## config.mk

```make
export PLATFORM = sky130hd
export DESIGN_NAME = serial_out_fifo_tx
export DESIGN_NICKNAME = d
export VERILOG_FILES = /design/src/rtl/cpu_pkg.sv /design/src/rtl/sync_fifo.sv /design/src/rtl/serial_out_fifo_tx.sv
export SDC_FILE = /design/constraint.sdc
export NUM_CORES = 1
export LEC_CHECK = 0
export CORE_ASPECT_RATIO = 1.75
export CORE_MARGIN = 2
export CORE_UTILIZATION = 53
export DETAILED_ROUTE_END_ITERATION = 10
export GPL_TIMING_DRIVEN = 0
export PLACE_DENSITY = 0.77
export SLEW_MARGIN = 20
export SYNTH_ARGS = -nofsm -noshare
export SYNTH_HDL_FRONTEND = slang
export SYNTH_SLANG_ARGS = --single-unit
```

## constraint.sdc

```tcl
create_clock -name CLK -period 2.97 [get_ports CLK]
set_clock_uncertainty 0.1 [all_clocks]
set_input_delay 0.297 -clock CLK [delete_from_list [all_inputs] [get_ports CLK]]
set_output_delay 0.297 -clock CLK [all_outputs]
set_load 0.1 [all_outputs]
```

## src/rtl/cpu_pkg.sv

```systemverilog
`default_nettype none
// ============================================================================
// cpu_pkg -- shared serial-transmitter state encoding and line-level constants
// Revision 1.0
// ============================================================================
package cpu_pkg;

    typedef enum logic [2:0] {
        IDLE   = 3'd0,
        START  = 3'd1,
        DATA   = 3'd2,
        PARITY = 3'd3,
        STOP   = 3'd4
    } tx_state_t;

    localparam logic LINE_IDLE = 1'b1;
    localparam logic START_BIT = 1'b0;
    localparam logic STOP_BIT  = 1'b1;

endpackage : cpu_pkg
`default_nettype wire

```

## src/rtl/sync_fifo.sv

```systemverilog
`default_nettype none
// ============================================================================
// sync_fifo -- single-clock FIFO with registered full/empty/count flags
// Revision 1.0
// ============================================================================
module sync_fifo #(
    parameter int WIDTH = 16,
    parameter int DEPTH = 4
) (
    input  logic                     CLK,
    input  logic                     NCLR,
    input  logic                     wr_en,
    input  logic [WIDTH-1:0]         wr_data,
    input  logic                     rd_en,
    output logic [WIDTH-1:0]         rd_data,
    output logic                     full,
    output logic                     empty,
    output logic [$clog2(DEPTH):0]   count
);

    localparam int AW = $clog2(DEPTH);
    localparam logic [AW-1:0] PTR_ONE    = AW'(1);
    localparam logic [AW:0]   CNT_ONE    = (AW+1)'(1);
    localparam logic [AW:0]   FULL_COUNT = (AW+1)'(DEPTH);

    logic [WIDTH-1:0] mem [DEPTH];
    logic [AW-1:0]    wr_ptr;
    logic [AW-1:0]    rd_ptr;
    logic [AW:0]      count_next;
    logic             wr_fire;
    logic             rd_fire;

    // A write into a full FIFO is refused even if a pop frees a slot this cycle
    assign wr_fire = wr_en && !full;
    assign rd_fire = rd_en && !empty;

    always_comb begin
        count_next = count;
        case ({wr_fire, rd_fire})
            2'b10:   count_next = count + CNT_ONE;
            2'b01:   count_next = count - CNT_ONE;
            default: count_next = count;
        endcase
    end

    always_ff @(posedge CLK) begin
        if (!NCLR) begin
            wr_ptr <= '0;
            rd_ptr <= '0;
            count  <= '0;
            full   <= 1'b0;
            empty  <= 1'b1;
        end else begin
            if (wr_fire) wr_ptr <= wr_ptr + PTR_ONE;
            if (rd_fire) rd_ptr <= rd_ptr + PTR_ONE;
            count <= count_next;
            full  <= (count_next == FULL_COUNT);
            empty <= (count_next == '0);
        end
    end

    always_ff @(posedge CLK) begin
        if (NCLR && wr_fire) mem[wr_ptr] <= wr_data;
    end

    assign rd_data = mem[rd_ptr];

endmodule : sync_fifo
`default_nettype wire

```

## src/rtl/serial_out_fifo_tx.sv

```systemverilog
`default_nettype none
// ============================================================================
// serial_out_fifo_tx -- buffered framed serialiser for the SERIAL_OUT pin
// Revision 1.0
// ============================================================================
module serial_out_fifo_tx
    import cpu_pkg::*;
#(
    parameter int DATA_W     = 16,
    parameter int DEPTH      = 4,
    parameter int BIT_CYCLES = 4,
    parameter int PARITY_EN  = 0,
    parameter int MSB_FIRST  = 0
) (
    input  logic                     CLK,
    input  logic                     NCLR,
    input  logic                     WR_EN,
    input  logic [DATA_W-1:0]        WR_DATA,
    output logic                     FULL,
    output logic                     EMPTY,
    output logic [$clog2(DEPTH):0]   COUNT,
    output logic                     OVERFLOW,
    output logic                     BUSY,
    output logic                     DONE,
    output logic                     SERIAL_OUT
);

    localparam int CYC_W = (BIT_CYCLES > 1) ? $clog2(BIT_CYCLES) : 1;
    localparam int BIT_W = $clog2(DATA_W);
    localparam logic [CYC_W-1:0] CYC_LAST = CYC_W'(BIT_CYCLES - 1);
    localparam logic [CYC_W-1:0] CYC_ONE  = CYC_W'(1);
    localparam logic [BIT_W-1:0] BIT_LAST = BIT_W'(DATA_W - 1);
    localparam logic [BIT_W-1:0] BIT_ONE  = BIT_W'(1);

    tx_state_t         state;
    tx_state_t         state_next;
    logic [CYC_W-1:0]  cyc_cnt;
    logic [CYC_W-1:0]  cyc_next;
    logic [BIT_W-1:0]  bit_cnt;
    logic [BIT_W-1:0]  bit_next;
    logic [DATA_W-1:0] shreg;
    logic [DATA_W-1:0] shreg_next;
    logic              parity_bit;
    logic              parity_next;
    logic              serial_next;
    logic              done_next;
    logic              busy_next;
    logic              pop;
    logic [DATA_W-1:0] head;
    logic              last_cyc;

    sync_fifo #(
        .WIDTH (DATA_W),
        .DEPTH (DEPTH)
    ) u_fifo (
        .CLK     (CLK),
        .NCLR    (NCLR),
        .wr_en   (WR_EN),
        .wr_data (WR_DATA),
        .rd_en   (pop),
        .rd_data (head),
        .full    (FULL),
        .empty   (EMPTY),
        .count   (COUNT)
    );

    assign last_cyc = (cyc_cnt == CYC_LAST);

    always_comb begin
        state_next  = state;
        cyc_next    = cyc_cnt;
        bit_next    = bit_cnt;
        shreg_next  = shreg;
        parity_next = parity_bit;
        pop         = 1'b0;

        case (state)
            IDLE: begin
                if (!EMPTY) begin
                    pop         = 1'b1;
                    shreg_next  = head;
                    parity_next = ^head;
                    cyc_next    = '0;
                    bit_next    = '0;
                    state_next  = START;
                end
            end
            START: begin
                if (last_cyc) begin
                    cyc_next   = '0;
                    bit_next   = '0;
                    state_next = DATA;
                end else begin
                    cyc_next = cyc_cnt + CYC_ONE;
                end
            end
            DATA: begin
                if (last_cyc) begin
                    cyc_next   = '0;
                    shreg_next = (MSB_FIRST != 0) ? {shreg[DATA_W-2:0], 1'b0}
                                                  : {1'b0, shreg[DATA_W-1:1]};
                    if (bit_cnt == BIT_LAST) begin
                        state_next = (PARITY_EN != 0) ? PARITY : STOP;
                    end else begin
                        bit_next = bit_cnt + BIT_ONE;
                    end
                end else begin
                    cyc_next = cyc_cnt + CYC_ONE;
                end
            end
            PARITY: begin
                if (last_cyc) begin
                    cyc_next   = '0;
                    state_next = STOP;
                end else begin
                    cyc_next = cyc_cnt + CYC_ONE;
                end
            end
            STOP: begin
                if (last_cyc) begin
                    cyc_next = '0;
                    // Chain straight into the next frame so queued words leave no gap
                    if (!EMPTY) begin
                        pop         = 1'b1;
                        shreg_next  = head;
                        parity_next = ^head;
                        bit_next    = '0;
                        state_next  = START;
                    end else begin
                        state_next = IDLE;
                    end
                end else begin
                    cyc_next = cyc_cnt + CYC_ONE;
                end
            end
            default: state_next = IDLE;
        endcase
    end

    // Line level and flags are computed from the next state so they are registered
    always_comb begin
        serial_next = LINE_IDLE;
        case (state_next)
            IDLE:    serial_next = LINE_IDLE;
            START:   serial_next = START_BIT;
            DATA:    serial_next = (MSB_FIRST != 0) ? shreg_next[DATA_W-1] : shreg_next[0];
            PARITY:  serial_next = parity_next;
            STOP:    serial_next = STOP_BIT;
            default: serial_next = LINE_IDLE;
        endcase
        busy_next = (state_next != IDLE);
        done_next = (state_next == STOP) && (cyc_next == CYC_LAST);
    end

    always_ff @(posedge CLK) begin
        if (!NCLR) begin
            state      <= IDLE;
            cyc_cnt    <= '0;
            bit_cnt    <= '0;
            shreg      <= '0;
            parity_bit <= 1'b0;
            SERIAL_OUT <= LINE_IDLE;
            BUSY       <= 1'b0;
            DONE       <= 1'b0;
        end else begin
            state      <= state_next;
            cyc_cnt    <= cyc_next;
            bit_cnt    <= bit_next;
            shreg      <= shreg_next;
            parity_bit <= parity_next;
            SERIAL_OUT <= serial_next;
            BUSY       <= busy_next;
            DONE       <= done_next;
        end
    end

    always_ff @(posedge CLK) begin
        if (!NCLR) begin
            OVERFLOW <= 1'b0;
        end else if (WR_EN && FULL) begin
            OVERFLOW <= 1'b1;
        end
    end

endmodule : serial_out_fifo_tx
`default_nettype wire

```

==> flow_metrics.tcl <==
set metrics [dict create \
    antenna_found_initial 0 \
    rsz0062_at_grt "no" \
    grt_pass1_wl_um 12200 \
    hpwl_um 5280 \
    ant_nets 0 \
    routedWlPerCell_um 16.7 \
    synth_simple_gate_area_share_pct 8.60 \
    die-area_sq_um 8920 \
    cts_tree "yes" \
    die_y_um 123 \
    yosys_most_used_dff "edfxtp_1" \
    grt-ovfl-total 0 \
    min_path_cells 2 \
    synth_top_area_share_pct 44.5 \
    slew_violations 0 \
    synth_nets 340 \
    cts_buffers 9 \
    synth_seq_cells 105 \
    leakage_uw 0.00172 \
    syn_avg_cell_area_sq_um 13.8 \
    synth_compound_area_share_pct 8.42 \
    grt_max_degree 20 \
    drt_iter0_drc 110 \
    yosys.area.top_type "edfxtp_1" \
    r2r_cells 12 \
    ys_warn_count 0 \
    gp_congestion 0.895 \
    status "completed" \
    synthMuxAreaShare_pct 9.09 \
    core_area_sq_um 7910 \
    setup_viol 0 \
    netlist_instances 313 \
    netlist_top_cells_count "64 x edfxtp_1, 41 x dfxtp_1, 27 x a21oi_1, 24 x nand2_1, 19 x nor2_1" \
    required_ns 3.14 \
    netlist_top_cells_area "edfxtp_1 44%, dfxtp_1 19%, mux4_2 5.2%" \
    start_kind "flip-flop" \
    rows 43 \
    boundaryPins 28 \
    min_path_type "reg -> reg" \
    clk_pin_slew_worst_paths_ns 0.06 \
    grt_pass1_vias 2583 \
    fmax_mhz 369 \
    fin_util_pct 63.8 \
    clockRootBuffer "clkbuf_16" \
    cts_max_level 3 \
    clkLatencyLatePin_ns 0.34 \
    track_usage_pct 18.5 \
    seq_area_frac_synth_pct 63.4 \
    placed_cells 430 \
    fin_nets 376 \
    die_w_um 72.3 \
    cts_buffer_depth 2 \
    power.density_nw_per_um2 955 \
    period_needed_ns 2.71 \
    hold_viol 0 \
    start_util_pct 54.7 \
    drv_cap 0 \
    layout-drive-gt1-share_pct 10.7 \
    synthArstFlopShare_pct 0 \
    post-synth-top-count-cell "edfxtp_1" \
    worst_pin_slew_ns 0.970 \
    synthAdderAreaFrac_pct 2.72 \
    final_cells 444 \
    firstDrtPassIters 5 \
    period_share_pct 91.3 \
    ys_types 42 \
    syn_area_sq_um 4320 \
    maxSlewHeadroom_pct 35.1 \
    setup_tns_ns 0 \
    diodes 0 \
    synth_top_family_by_area "multiplexers" \
    drc 0 \
    numPortBuffers 27 \
    clock_sinks 105 \
    end_kind "flip-flop" \
    holdBufCountCts 0 \
    crit_fanout 19 \
    vias 2579 \
    worstSetupPathType "reg -> reg" \
    cp.arrival_ns 2.88 \
    viasPerCell 5.81 \
    wl_um 7420 \
    vdd_drop_max_mv 0.698 \
    holdWs_ns 0.355 \
    area.growth.synth_to_final_pct 16.7 \
    synth-edff-count 64 \
    yosys.area_share.xor_xnor_pct 4.95 \
]
-- layout make-up --
class / count / area [sq um]
multi-input cells: 183 / 1480
inverters: 8 / 30.0
flip-flops and latches: 105 / 2740
clock buffers: 9 / 225
fillers: 587 / 2860
repair buffers: 27 / 270
well taps: 90 / 113
clock inverters: 7 / 93.8
plain buffers: 15 / 92.6
-- routing by layer --
metal | vias up | GRT usage [%] | wire length, um
met2 | 41 | 33.9 | 4120
met1 | 1286 | 19.5 | 2890
met4 | 0 | 9.20 | 218
met5 | - | 0 | 0
met3 | 15 | 3.83 | 194
li1 | 1237 | - | -
-- sequential cells by signal (all words and copies together) (netlist names), 2 cells and up, named ones only --
| signal | count |
|---|---|
| u_fifo.rd_ptr | 2 |
| u_fifo.count | 3 |
| bit_cnt | 4 |
| u_fifo.wr_ptr | 2 |
| shreg | 16 |
| cyc_cnt | 2 |
| u_fifo.mem | 64 |
| state | 3 |
-- critical path, stage by stage, from the launching register on --
cell and delay, ns:
dfxtp_1 0.45, ha_4 0.23, nor2b_1 0.13, nor3_2 0.21, clkbuf_8 0.26, ha_1 0.21, inv_1 0.06, fa_1 0.37
xor2_1 0.16, nor2_1 0.11, xnor2_1 0.15, nor2_1 0.08, a21oi_1 0.13
-- report_power, final --
| group | switching (uW) | internal [uW] | leakage (uW) |
|---|---|---|---|
| clock | 497 | 737 | 0.000150 |
| sequential | 96.1 | 1740 | 0.000917 |
| combinational | 973 | 779 | 0.000657 |
-- per-stage QoR --
| stage | setup slack (ns) | power [uW] | cell area [sq um] |
|---|---|---|---|
| 2_1_floorplan | 0.0180 | 3260 | 4330 |
| 3_3_place_gp | -0.540 | 3560 | 4710 |
| 3_5_place_dp | -0.621 | 3610 | 4710 |
| 4_1_cts | 0.0808 | 4850 | 5030 |
| 5_1_grt | 0.0335 | 5060 | 5050 |
| 6_report | 0.259 | 4820 | 5050 |
-- final timing paths --
path               from           end  slack (ns)
max reg2reg  cyc_cnt[0]  u_fifo.empty        0.26
max          cyc_cnt[0]  u_fifo.empty        0.26
min            shreg[3]      shreg[2]        0.36
min reg2reg    shreg[3]      shreg[2]        0.36
-- cells by family after synthesis --
| family | after synthesis |
|---|---|
| flops | 105 |
| mux | 17 |
| buf+inv | 25 |
| compound gates | 58 |
| xor+xnor | 21 |
| fa+ha+maj | 9 |
| simple gates | 78 |
-- cell usage in the layout (no fill, tap or decap), types with 9 or more instances in the layout --
cell type        netlist  routed
clkbuf_16              0       9
mux4_2                10      10
nand2_1               24      24
a22oi_1               14      14
clkbuf_1              13      10
a21oi_1               27      27
nor3_1                10       9
clkdlybuf4s50_1        0      27
nor2_1                19      19
dfxtp_1               41      40
edfxtp_1              64      64
xnor2_1               12      12
-- timing repair --
| item | CTS | global route |
|---|---|---|
| gates resized for setup | 3 | 2 |
| setup buffers | 0 | 0 |
| setup endpoints to repair | 4 | 3 |
(Power assumes the default switching activity.)
